<file path="src/rtl/counter_pkg.sv">
// Shared definitions for the parametrised up/down counter family.
// Provides the terminal-value helper and the MODULUS legality check.
`ifndef COUNTER_PKG_SV
`define COUNTER_PKG_SV

// Elaboration-time legality check; expands to a generate-if, so use it at module scope.
`define COUNTER_MODULUS_CHECK(M, W) \
    if ((W) < 1 || (W) > 31 || (M) < 2 || longint'(M) > (longint'(1) << (W))) begin : g_modulus_check \
        $error("mod_updown_counter: illegal MODULUS %0d for WIDTH %0d", (M), (W)); \
    end

package counter_pkg;

    localparam int unsigned DEFAULT_WIDTH   = 4;
    localparam int unsigned DEFAULT_MODULUS = 16;

    // Terminal value for the current direction: maxv counting up, 0 counting down.
    function automatic int unsigned term_value(input logic up, input int unsigned maxv);
        return up ? maxv : 32'd0;
    endfunction

endpackage

`endif

</file>
<file path="src/rtl/mod_step.sv">
// Combinational next-value unit: one modulo-MODULUS step in the requested direction.
module mod_step
    import counter_pkg::*;
#(
    parameter int unsigned WIDTH   = DEFAULT_WIDTH,
    parameter int unsigned MODULUS = DEFAULT_MODULUS
) (
    input  logic [WIDTH-1:0] count,
    input  logic             up,
    output logic [WIDTH-1:0] next_count,
    output logic             wrap
);

    localparam logic [WIDTH-1:0] MAXV = WIDTH'(MODULUS - 1);

    // Explicit terminal compare keeps MODULUS == 2**WIDTH correct without relying on overflow.
    assign wrap = (count == WIDTH'(term_value(up, MODULUS - 1)));

    always_comb begin
        next_count = count;
        if (wrap) begin
            next_count = up ? '0 : MAXV;
        end else if (up) begin
            next_count = count + WIDTH'(1);
        end else begin
            next_count = count - WIDTH'(1);
        end
    end

endmodule

</file>
<file path="src/rtl/mod_updown_counter.sv">
// Parametrised up/down counter with enable, load, clear, one-shot halt,
// terminal-count/carry outputs and a sticky load-range error flag.
module mod_updown_counter
    import counter_pkg::*;
#(
    parameter int unsigned WIDTH   = 4,
    parameter int unsigned MODULUS = 16
) (
    input  logic             clk,
    input  logic             rst,
    input  logic             en,
    input  logic             up,
    input  logic             oneshot,
    input  logic             clr,
    input  logic             load,
    input  logic [WIDTH-1:0] load_val,
    output logic [WIDTH-1:0] count,
    output logic             tc,
    output logic             carry_out,
    output logic             halted,
    output logic             err
);

    `COUNTER_MODULUS_CHECK(MODULUS, WIDTH)

    localparam logic [WIDTH-1:0] MAXV         = WIDTH'(MODULUS - 1);
    localparam bit               LOAD_CAN_ERR = longint'(MODULUS) < (longint'(1) << WIDTH);

    logic [WIDTH-1:0] next_count;
    logic             wrap;
    logic             load_over;

    mod_step #(
        .WIDTH   (WIDTH),
        .MODULUS (MODULUS)
    ) u_step (
        .count      (count),
        .up         (up),
        .next_count (next_count),
        .wrap       (wrap)
    );

    assign tc        = wrap;
    assign carry_out = tc & en & ~halted;
    assign load_over = LOAD_CAN_ERR && (32'(load_val) >= MODULUS);

    always_ff @(posedge clk or negedge rst) begin
        if (!rst) begin
            count  <= '0;
            halted <= 1'b0;
            err    <= 1'b0;
        end else if (clr) begin
            count  <= '0;
            halted <= 1'b0;
            err    <= 1'b0;
        end else if (load) begin
            count  <= load_over ? MAXV : load_val;
            halted <= 1'b0;
            if (load_over) begin
                err <= 1'b1;
            end
        end else if (en && !halted) begin
            // One-shot holds at the terminal value instead of wrapping.
            if (oneshot && tc) begin
                halted <= 1'b1;
            end else begin
                count <= next_count;
            end
        end
    end

endmodule

</file>
<file path="config.mk">
export PLATFORM = sky130hd
export DESIGN_NAME = mod_updown_counter
export DESIGN_NICKNAME = d
export VERILOG_FILES = /design/src/rtl/counter_pkg.sv /design/src/rtl/mod_step.sv /design/src/rtl/mod_updown_counter.sv
export SDC_FILE = /design/constraint.sdc
export NUM_CORES = 1
export LEC_CHECK = 0
export CAP_MARGIN = 30
export CELL_PAD_IN_SITES_DETAIL_PLACEMENT = 1
export CELL_PAD_IN_SITES_GLOBAL_PLACEMENT = 1
export CORE_AREA = 2 2 43 45
export DETAILED_ROUTE_END_ITERATION = 6
export DIE_AREA = 0 0 45 47
export PLACE_DENSITY_LB_ADDON = 0.1
export SYNTH_ARGS = -nofsm -noshare
export SYNTH_HDL_FRONTEND = slang
export SYNTH_SLANG_ARGS = --single-unit
</file>
<file path="constraint.sdc">
create_clock -name clk -period 2.8 [get_ports clk]
set_clock_uncertainty 0.15 [all_clocks]
set_input_delay 0.56 -clock clk [delete_from_list [all_inputs] [get_ports clk]]
set_output_delay 0.56 -clock clk [all_outputs]
set_load 0.02 [all_outputs]
</file>
==> impl_metrics.yaml <==
setup_path:
  path_buf_inv: 3
  startpoint_type: "input pin"
  worst-r2r-cell-count: 6
  cp_slowest_stage_delay_ps: 480
  rrSetupSlack_ps: 830
  required_ps: 2090
  r2r-end: "count[0]"
  critical_path.cell_chain: "clkdlybuf4s50_1, inv_1, ha_1, nand2_1, nor2_1, dlygate4sd2_1"
  end_kind: "primary output"
  critPathKind: "in -> out"
  reg2reg_from: "count[2]"
  cp_top_family: "buffers and inverters"
  slowest_stage: "clkdlybuf4s50_1"
  arrival_ps: 1950
  cp_max_fo: 3
grt:
  grt_max_degree: 10
  antenna_found_initial: 0
  gr-total-overflow: 0
  gr-usage-all-layers_pct: 15.98
  grt_pass1_wl_um: 2428
  grt_pass1_vias: 558
yosys:
  synth_top_area_share_pct: 26.39
  ys_warn_count: 0
  syn-cell-area_sq_um: 474.2
  ys_dominant_reg_cell: "dfrtp_1"
  ys_seq_area_share_pct: 26.39
  synth_fp_nets: 71
  synth_cell_types: 29
  synth-edff-count: 0
  synthCells: 57
  synth.area.top_cells: "dfrtp_1, a21oi_1, ha_1, inv_1, nand2_1"
  synth_top_cell_by_area: "dfrtp_1"
  synth_area_per_cell_sq_um: 8.319
  synth_seq_cells: 5
  ys_async_sr_fraction_pct: 100.0
clocking:
  cts.sinks: 5
  numCtsBuffers: 3
  insertion_delay_ps: 230
  cts_max_level: 1
  cts_setup_buffers: 0
  cts_tree: "done"
  cts.clk_slew.worst_paths_ps: 40
  cts-root-buf: "clkbuf_4"
  cts_buffer_depth: 2
layout:
  drive_above_1_share_pct: 22.09
  layout.nets: 101
  finish.utilization_pct: 45.30
  fin_area_sq_um: 748.2
  multiInputGateArea_sq_um: 314.1
  nFillCells: 214
  register_area_sq_um: 125.1
  diodes: 0
  syn_to_final_growth_pct: 57.78
route:
  avgRoutedWirePerCell_um: 12.78
  routed_wl_um: 1316
  ant_nets: 0
  drtIter0Drc: 2
  vias_per_cell: 5.010
  num_vias: 516
  drc: 0
  first_pass_iters: 4
timing:
  setup-tns-final_ps: 0
  fin_crit_ps: 2659
  setup_viol: 0
  slew_violations: 0
  min_period_over_period_pct: 94.95
  fmax_mhz: 376.1
  hold_viol: 0
  rsz0062_at_grt: "no"
power:
  ir_drop_uv: 259.1
  p_per_area_nw_per_um2: 414.7
  p_leak_uw: 0.0003498
  p_total_uw: 310.3
outcome:
  outcome: "complete, no violations"
die:
  io-pin-count: 19
  die_w_um: 45
  start_util_pct: 28.71
  die-area_sq_um: 2115
  dieHeight_um: 47
  rows: 15
  coreArea_sq_um: 1652
placement:
  numPortBuffers: 17
  postPlaceCellArea_sq_um: 728.2
  gp_congestion: 0.7784
  dpl.hpwl_um: 1141
min_path:
  hp-class: "in -> async"
flow_run:
  maxCapViolCount: 0
logic make-up after synthesis:
family | Yosys count | synth area share (%)
adder cells (fa/ha/maj) | 3 | 9.498
AO/OA/AOI/OAI | 16 | 25.59
other | 1 | 0.7908
flip-flops | 5 | 26.39
XOR/XNOR | 1 | 1.847
buffers and inverters | 8 | 7.387
multiplexers | 1 | 3.165
AND/OR/NAND/NOR | 22 | 25.33
per-layer routing:
layer  track usage, %  up-vias  routed length (um)  part of all wire [%]
li1                 -      258                   -                     -
met1            19.76      244                 585                    44
met2            26.29       12                 672                    51
met3            3.462        2                  42                   3.2
met4            8.235        0                  15                   1.1
met5                0        -                   0                     0
metrics by stage:
| stage | hold slack (ps) | setup slack [ps] | instances |
|---|---|---|---|
| after floorplan | 114.4 | 503.8 | 57 |
| after global placement | 427.7 | -233.7 | 99 |
| after detailed placement | 414.9 | -302.7 | 99 |
| after CTS | 396.3 | 36.04 | 103 |
| after global routing | 399.8 | 23.46 | 103 |
| final | 391.4 | 141.4 | 103 |
worst max-delay path by stage:
stage,startpoint,endpoint,slack [ps],depth (start not counted)
finish,up,tc,140,6
global route,up,tc,20,6
CTS,up,carry_out,40,6
detailed placement,up,carry_out,-300,6
global placement,up,carry_out,-230,6
floorplan,up,carry_out,500,4
cells in the mapped netlist, types with 2 or more instances:
master   number
o22ai_1       2
inv_1         6
and2_1        2
o31a_1        2
nor3_1        2
nand3_1       2
ha_1          2
a21oi_1       5
nor2_1        5
dfrtp_1       5
nand2_1       6
cell type report:
type	count	share of cell area [%]
inverter	6	3.010
timing repair buffer	27	31.94
clock buffer	4	3.512
multi-input combinational	44	41.97
sequential	5	16.72
tap	17	2.843
where the power goes:
part	internal, uW	switching [uW]
Combinational	72.8	68.1
Sequential	79.4	10.3
Clock	53.6	26.0
Total	206	104
repair_timing:
item                       in CTS  in global routing
setup endpoints to repair       2                  1
hold buffers                    0                  0
gates resized for setup         5                  1
state kept, by name, indices dropped and copies added (netlist names):
signal,count
count,4
halted,1
worst reg2reg max path: stages (launching register included):
cell	delay, ps
dfrtp_1	400
ha_1	300
buf_4	150
and2_1	200
o211a_1	170
o21ai_2	170
mux2_4	310
layout by cell type (no fill, tap or decap):
cell type | netlist | routed
a21oi_1 | 5 | 5
a221oi_1 | 1 | 1
a22o_1 | 1 | 1
and2_1 | 2 | 2
and3_4 | 1 | 1
buf_2 | 1 | 1
buf_4 | 1 | 10
clkbuf_1 | 0 | 1
clkbuf_4 | 0 | 3
clkdlybuf4s50_1 | 0 | 15
conb_1 | 1 | 1
dfrtp_1 | 5 | 5
dlygate4sd2_1 | 0 | 1
fa_1 | 1 | 1
ha_1 | 2 | 2
inv_1 | 6 | 6
mux2_4 | 1 | 1
nand2_1 | 6 | 6
nand2b_1 | 1 | 1
nand3_1 | 2 | 2
nand4_1 | 1 | 1
nor2_1 | 5 | 5
nor3_1 | 2 | 2
nor3_4 | 1 | 1
o211a_1 | 1 | 1
o21ai_0 | 1 | 1
o21ai_2 | 1 | 1
o22ai_1 | 2 | 2
o311ai_2 | 1 | 1
o31a_1 | 2 | 2
o32ai_1 | 1 | 1
or2_1 | 1 | 1
xor2_1 | 1 | 1
(Power assumes the default switching activity.)
